File: src/rtl/input_ports.sv
// Four-pin input port: 2-flop sync, per-pin debounce, sticky edge flags,
// one-pin-at-a-time read handshake and maskable irq. Define INPUT_PORTS_BOTH_EDGE_EN to flag falling edges too.
module input_ports #(
  parameter int unsigned DEB_CYCLES = 4,
  parameter int unsigned CNT_W      = 3
) (
  input  logic       clk,
  input  logic       rst_n,
  input  logic       D0,
  input  logic       D1,
  input  logic       D2,
  input  logic       D3,
  input  logic [1:0] pin,
  input  logic       rd_req,
  output logic       rd_ready,
  output logic       rd_valid,
  output logic       rd_data,
  output logic       rd_flag,
  input  logic       mask_we,
  input  logic [3:0] mask_in,
  output logic       irq
);

  localparam int unsigned NPIN = 4;
  localparam logic [CNT_W-1:0] CNT_LAST = CNT_W'(DEB_CYCLES - 1);

  typedef enum logic {IDLE = 1'b0, RESP = 1'b1} state_e;

  logic [NPIN-1:0]  pins_c;
  logic [NPIN-1:0]  s1_q, s2_q;
  logic [NPIN-1:0]  deb_q, deb_d;
  logic [CNT_W-1:0] cnt_q [NPIN];
  logic [CNT_W-1:0] cnt_d [NPIN];
  logic [NPIN-1:0]  set_c, clr_c;
  logic [NPIN-1:0]  flag_q, flag_d;
  logic [NPIN-1:0]  mask_q;
  logic             irq_q;
  state_e           state_q, state_d;
  logic             accept_c, ready_d, valid_d;
  logic             ready_q, valid_q, data_q, rflag_q;

  assign pins_c = {D3, D2, D1, D0};

  // Two-flop synchroniser per pin
  always_ff @(posedge clk or negedge rst_n) begin
    if (!rst_n) begin
      s1_q <= '0;
      s2_q <= '0;
    end else begin
      s1_q <= pins_c;
      s2_q <= s1_q;
    end
  end

  // Debounce: the value moves only after DEB_CYCLES consecutive disagreeing samples
  always_comb begin
    deb_d = deb_q;
    set_c = '0;
    for (int i = 0; i < NPIN; i++) begin
      cnt_d[i] = '0;
      if (s2_q[i] != deb_q[i]) begin
        if (cnt_q[i] == CNT_LAST) begin
          deb_d[i] = s2_q[i];
`ifdef INPUT_PORTS_BOTH_EDGE_EN
          set_c[i] = 1'b1;
`else
          set_c[i] = s2_q[i];
`endif
        end else begin
          cnt_d[i] = cnt_q[i] + CNT_W'(1);
        end
      end
    end
  end

  always_ff @(posedge clk or negedge rst_n) begin
    if (!rst_n) begin
      deb_q <= '0;
      for (int i = 0; i < NPIN; i++) cnt_q[i] <= '0;
    end else begin
      deb_q <= deb_d;
      for (int i = 0; i < NPIN; i++) cnt_q[i] <= cnt_d[i];
    end
  end

  // Read FSM: state register
  always_ff @(posedge clk or negedge rst_n) begin
    if (!rst_n) state_q <= IDLE;
    else        state_q <= state_d;
  end

  // Read FSM: next state
  always_comb begin
    state_d = state_q;
    case (state_q)
      IDLE:    if (rd_req) state_d = RESP;
      RESP:    state_d = IDLE;
      default: state_d = IDLE;
    endcase
  end

  // Read FSM: outputs
  always_comb begin
    accept_c = 1'b0;
    clr_c    = '0;
    ready_d  = (state_d == IDLE);
    valid_d  = (state_d == RESP);
    if (state_q == IDLE && rd_req) begin
      accept_c = 1'b1;
      clr_c    = NPIN'(1) << pin;
    end
  end

  // A simultaneous edge outranks the read's clear
  assign flag_d = (flag_q & ~clr_c) | set_c;

  always_ff @(posedge clk or negedge rst_n) begin
    if (!rst_n) begin
      ready_q <= 1'b1;
      valid_q <= 1'b0;
      data_q  <= 1'b0;
      rflag_q <= 1'b0;
      flag_q  <= '0;
      mask_q  <= '0;
      irq_q   <= 1'b0;
    end else begin
      ready_q <= ready_d;
      valid_q <= valid_d;
      if (accept_c) begin
        data_q  <= deb_q[pin];
        rflag_q <= flag_q[pin];
      end
      flag_q <= flag_d;
      if (mask_we) mask_q <= mask_in;
      irq_q <= |(flag_q & mask_q);
    end
  end

  assign rd_ready = ready_q;
  assign rd_valid = valid_q;
  assign rd_data  = data_q;
  assign rd_flag  = rflag_q;
  assign irq      = irq_q;

endmodule

File: config.mk
export PLATFORM = sky130hd
export DESIGN_NAME = input_ports
export DESIGN_NICKNAME = d
export VERILOG_FILES = /design/src/rtl/input_ports.sv
export SDC_FILE = /design/constraint.sdc
export NUM_CORES = 1
export LEC_CHECK = 0
export CAP_MARGIN = 20
export CORE_MARGIN = 10
export CORE_UTILIZATION = 50
export CTS_CLUSTER_SIZE = 14
export DETAILED_ROUTE_END_ITERATION = 7
export HOLD_SLACK_MARGIN = 0.12
export MAX_ROUTING_LAYER = met4
export PLACE_DENSITY = 0.82
export RECOVER_POWER = 50
export SYNTH_ARGS = -nofsm -noshare
export SYNTH_HDL_FRONTEND = slang
export SYNTH_SLANG_ARGS = --single-unit
File: constraint.sdc
create_clock -name clk -period 2.2 [get_ports clk]
set_input_delay 0.44 -clock clk [delete_from_list [all_inputs] [get_ports clk]]
set_output_delay 0.44 -clock clk [all_outputs]
set_load 0.02 [all_outputs]
==> results of run 1 <==
routing by layer:
layer | track usage | vias to the layer above | wire, um | share of wire
li1 | - | 382 | - | -
met1 | 0.109 | 384 | 1050 | 0.45
met2 | 0.154 | 22 | 1070 | 0.46
met3 | 0.0558 | 5 | 164 | 0.070
met4 | 0.0633 | 0 | 49 | 0.021
met5 | - | - | 0 | 0
sequential cells by signal (all words and copies together), names as in the netlist:
name	cells
rd_flag	1
s2_q	4
deb_q	4
rd_valid	1
rd_data	1
irq	1
flag_q	4
cnt_q	12
mask_q	4
s1_q	4
rd_ready	1
Yosys cell counts:
cell type  instances  area share
dfrtp_1           36        0.64
mux2_2            10       0.080
nor3b_1            8       0.043
inv_1              5       0.013
nor2b_1            5       0.022
a32o_1             4       0.029
ha_1               4       0.036
nor3_1             4       0.014
xnor2_1            4       0.025
a22oi_1            2       0.011
mux4_2             2       0.032
nand4bb_1          2       0.016
dfstp_2            1       0.019
nand2_1            1      0.0027
nand4b_1           1      0.0063
or4b_1             1      0.0071
kinds of logic (layout without fill, tap and decap cells):
logic type / count (synthesis) / in the layout / share of synthesized area
muxes: 12 / 12 / 0.113
and+or+nand+nor: 22 / 22 / 0.112
DFF: 37 / 37 / 0.662
AOI/OAI and AO/OA: 6 / 6 / 0.0393
buffers and inverters: 5 / 32 / 0.0134
xor gates and xnor gates: 4 / 4 / 0.0250
adders and majority gates: 4 / 4 / 0.0357
power by group through the flow:
stage / Sequential [mW] / Combinational [mW] / Clock, mW
finish: 0.966 / 0.466 / 0.328
floorplan: 0.977 / 0.288 / 0
CTS: 0.969 / 0.483 / 0.344
detailed placement: 0.982 / 0.480 / 0
global placement: 0.969 / 0.445 / 0
global route: 0.993 / 0.526 / 0.377
area by class of cell:
cell class,instances,area share
multi-input cells,48,0.272
repair buffers,19,0.111
clock buffers,8,0.0292
well taps,31,0.0232
inverters,5,0.0112
flip-flops and latches,37,0.554
worst register-to-register path, cell delays in order (launching register included):
cell,delay [ns]
dfrtp_1,0.37
ha_1,0.17
nor2b_1,0.28
mux2_2,0.38
metrics by stage:
step           instances  total power [mW]
3_3_place_gp         140              1.41
4_1_cts              148              1.80
3_5_place_dp         140              1.46
5_1_grt              148              1.90
6_report             148              1.76
2_1_floorplan         90              1.27
how the worst min path moves through the flow:
stage | startpoint | endpoint | slack [ns] | depth (start not counted)
after global placement | s1_q[1] | s2_q[1] | 0.33 | 0
after floorplan | rst_n | cnt_q[0] | 0.14 | 0
after detailed placement | s1_q[3] | s2_q[3] | 0.33 | 0
after global routing | s1_q[2] | s2_q[2] | 0.36 | 0
after CTS | s1_q[3] | s2_q[3] | 0.36 | 0
final | s1_q[3] | s2_q[3] | 0.36 | 0
==> flow_summary.yaml, run 1 <==
cells_and_area:
  layout_commonest_cell: "dfrtp_1"
  postLayoutCellArea_sq_mm: 0.00167
  ff_latch_area_sq_um: 927
  multiInputGateArea_sq_um: 454
  area_growth_pct: 19.5
  final_cell_mix: "dfrtp_1, clkdlybuf4s50_1, mux2_2"
  nFillCells: 202
  layout-drive-gt1-share: 0.162
  antenna-diode-count: 0
  fin_nets: 134
  utilization: 0.617
placed_design:
  finalWeightedCongestion: 0.764
  place_hpwl_um: 1750
  io_buffers: 18
  pre_cts_ws_ns: 0.234
  placed_area_sq_mm: 0.00163
cts:
  path_clk_slew_ns: 0.10
  cts_made_buffers: 5
  cts-htree-levels: 2
  cts_resized: 0
  postCtsSetupRepairBufs: 0
  holdBufCountCts: 0
  clk_latency_ns: 0.33
  clockRootBuffer: "clkbuf_4"
  cts_buffer_depth: 2
  cts_tree: "yes"
  cts_num_sinks: 37
route:
  drt_iter0_markers: 65
  vias: 793
  finalWirelength_um: 2330
  wl_per_cell_um: 15.8
  drc: 0
  viasPerCell: 5.36
  drtPass1Iterations: 3
  ant_nets: 0
logic_synthesis:
  syn_inst: 90
  syn_area_per_cell_sq_um: 15.6
  syn-num-nets: 108
  synth_area_sq_mm: 0.00140
  seq_area_frac_synth: 0.662
  synth_seq_cells: 37
  yosysWarnings: 0
  synth_cell_types: 16
floorplan:
  die_h_um: 72.9
  coreArea_sq_mm: 0.00271
  die_area_sq_mm: 0.00532
  std_cell_rows: 19
  initial_utilization: 0.517
  die_w_um: 72.9
  ioPinCount: 19
critical_path:
  max_stage_delay_ns: 0.60
  path_cells: "clkdlybuf4s50_1"
  crit_type: "reg -> out"
  cp-startpoint: "rd_ready"
  timing.rr.start: "cnt_q[9]"
  critPathCapture: "rd_ready"
  required_ns: 1.76
  worstPathBufferInverterCount: 1
  endpoint_kind: "output pin"
  worstReg2RegEnd: "deb_q[0]"
  crit_path_max_fanout: 1
  cpLargestDelayFamily: "buffers and inverters"
  ff2ff_setup_slack_ns: 0.90
  cpMaxStageDelayCell: "clkdlybuf4s50_1"
  setup.worst_path.start_class: "flop"
  cp_data_arrival_time_ns: 1.46
  reg2reg_depth: 3
  cp_num_cells: 1
global_routing:
  overflow: 0
  gr-usage-all-layers: 0.105
  grt_first_pass_wirelength_um: 4040
  grt_pass1_vias: 878
  grt_max_degree: 38
  antenna_found_initial: 0
timing:
  worst_slack_ns: 0.296
  tns_ns: 0
  holdWs_ns: 0.355
  setup_violations: 0
  tightest_slew_ns: 0.878
  finalCritPeriodShare: 0.865
  max_freq_mhz: 525
  skew_ns: 0.00509
  slew_headroom: 0.415
  finalHoldViolCount: 0
  final.min_clock_period_ns: 1.90
  drv_slew: 0
  rsz0062_at_grt: "no"
pwr:
  p_switching_mw: 0.519
  clkPwrFrac: 0.187
  power.internal_mw: 1.24
  p_seq_frac: 0.548
  comb_power_share: 0.265
  peakVddDrop_uv: 710
  sw_frac_of_total: 0.295
  p_per_area_mw_per_mm2: 1050
  leakagePower_nw: 0.743
run_status:
  status: "complete, no violations"
hold_path:
  hp-class: "reg -> reg"
run:
  cap_viol_max_count: 0
No activity file was read; power rests on OpenSTA's default activity.
==> run 2: changes to the inputs <==
Settings changed: CORE_UTILIZATION 50 to 47, PLACE_DENSITY 0.82 to 0.81.
Clock period 2.2 ns to 1.7 ns, I/O delays scaled along.
==> flow_summary.yaml, run 2 (synthesis results as in run 1) <==
pwr:
  sw_frac_of_total: 0.295
  power.internal_mw: 1.64
  p_seq_frac: 0.539
  p_per_area_mw_per_mm2: 1360
  leakagePower_nw: 0.792
  clkPwrFrac: 0.201
  comb_power_share: 0.261
  p_switching_mw: 0.686
  peakVddDrop_uv: 781
cells_and_area:
  regMostFlops: "cnt_q"
  multiInputGateArea_sq_um: 454
  final_cell_mix: "dfrtp_1, mux2_2, clkdlybuf4s50_1"
  fin_nets: 137
  nFillCells: 234
  ff_latch_area_sq_um: 927
  layout_commonest_cell: "dfrtp_1"
  largest_reg_flops: 12
  layout-drive-gt1-share: 0.192
  area_growth_pct: 22.0
  antenna-diode-count: 0
  utilization: 0.609
floorplan:
  die_h_um: 74.6
  coreArea_sq_mm: 0.00281
  initial_utilization: 0.499
  die_area_sq_mm: 0.00556
  std_cell_rows: 19
  ioPinCount: 19
  die_w_um: 74.6
global_routing:
  antenna_found_initial: 0
  gr-usage-all-layers: 0.110
  grt_first_pass_wirelength_um: 4300
  grt_pass1_vias: 920
  overflow: 0
  grt_max_degree: 38
route:
  drtPass1Iterations: 4
  routed-wl-met2_um: 1280
  vias: 837
  wl_met1_um: 1110
  viasPerCell: 5.54
  wl_per_cell_um: 17.2
  finalWirelength_um: 2590
  drt_iter0_markers: 37
  ant_nets: 0
  top_layer: "met4"
  dr_wl_met3_um: 115
  drc: 0
run_status:
  status: "complete, no violations"
placed_design:
  place_hpwl_um: 1980
  finalWeightedCongestion: 0.854
  io_buffers: 18
cts:
  cts_made_buffers: 5
  clk_latency_ns: 0.34
  holdBufCountCts: 0
  cts_num_sinks: 37
  cts_buffer_depth: 2
  path_clk_slew_ns: 0.10
  clockRootBuffer: "clkbuf_4"
  cts-htree-levels: 2
  cts_tree: "yes"
critical_path:
  cpLargestDelayFamily: "buffers and inverters"
  reg2reg_depth: 2
  cp_data_arrival_time_ns: 1.26
  crit_path_max_fanout: 1
  path_cells: "clkdlybuf4s50_1"
  setup.worst_path.start_class: "flop"
  max_stage_delay_ns: 0.60
  cpMaxStageDelayCell: "clkdlybuf4s50_1"
  crit_type: "reg -> out"
  required_ns: 1.36
  worstPathBufferInverterCount: 1
  cp_num_cells: 1
  endpoint_kind: "output pin"
timing:
  slew_headroom: 0.429
  rsz0062_at_grt: "no"
  tightest_slew_ns: 0.856
  finalHoldViolCount: 0
  drv_slew: 0
  setup_violations: 0
  max_freq_mhz: 624
  finalCritPeriodShare: 0.943
  skew_ns: 0.0131
  final.min_clock_period_ns: 1.60
  holdWs_ns: 0.364
hold_path:
  min_path_cells: 0
  hp-class: "reg -> reg"
run:
  cap_viol_max_count: 0
-- run 2: cell count changes in the layout (fill, tap and decap cells not counted), sizes merged --
cell	before	now
buf	0	3
clkdlybuf4s50	13	9
dlygate4sd2	0	2
dlymetal6s2s	0	2
-- run 2: worst reg2reg max path: stages (launching register included) --
cell,delay [ns]
dfrtp_1,0.45
mux4_2,0.49
mux2_2,0.28
-- run 2: cell type report --
cell class / instances / share of cell area
Sequential cell: 37 / 0.543
Multi-Input combinational cell: 48 / 0.266
Timing Repair Buffer: 22 / 0.123
Clock buffer: 8 / 0.0344
Tap cell: 31 / 0.0227
Inverter: 5 / 0.0110
-- run 2: path summary, 6_finish.rpt --
| check | start | endpoint | slack (ns) |
|---|---|---|---|
| min reg2reg | s1_q[3] | s2_q[3] | 0.36 |
| min | s1_q[3] | s2_q[3] | 0.36 |
| max reg2reg | deb_q[2] | rd_data | 0.38 |
| max | irq | irq | 0.1 |
| min in group asynchronous | rst_n | s1_q[0] | 0.64 |
| max in group asynchronous | rst_n | s2_q[3] | 0.51 |
-- run 2: power by group through the flow --
stage | clock network (mW) | registers (mW) | logic [mW]
after floorplan | 0 | 1.26 | 0.373
after global placement | 0 | 1.26 | 0.585
after detailed placement | 0 | 1.28 | 0.631
after CTS | 0.482 | 1.26 | 0.629
after global routing | 0.517 | 1.29 | 0.681
final | 0.467 | 1.25 | 0.607
-- run 2: routing by layer --
| layer | vias to the layer above | GRT usage |
|---|---|---|
| met5 | - | - |
| met4 | 0 | 0.0777 |
| met3 | 8 | 0.0346 |
| met2 | 22 | 0.165 |
| met1 | 421 | 0.121 |
| li1 | 386 | - |
-- run 2: repair_timing --
item | CTS | global route
gates resized for setup | 2 | 2
cloned | 0 | 0
setup buffers | 0 | 0
setup endpoints to repair | 2 | 2
-- run 2: stage by stage --
| step | total power [mW] | instance area [sq um] | instances | setup TNS, ns | worst slack, ns |
|---|---|---|---|---|---|
| 3_5_place_dp | 1.91 | 1660 | 143 | -0.265 | -0.116 |
| 3_3_place_gp | 1.84 | 1660 | 143 | -0.176 | -0.0848 |
| 5_1_grt | 2.48 | 1710 | 151 | 0 | 0.0343 |
| 2_1_floorplan | 1.64 | 1400 | 90 | 0 | 0.445 |
| 4_1_cts | 2.37 | 1720 | 151 | 0 | 0.0185 |
| 6_report | 2.33 | 1710 | 151 | 0 | 0.0975 |
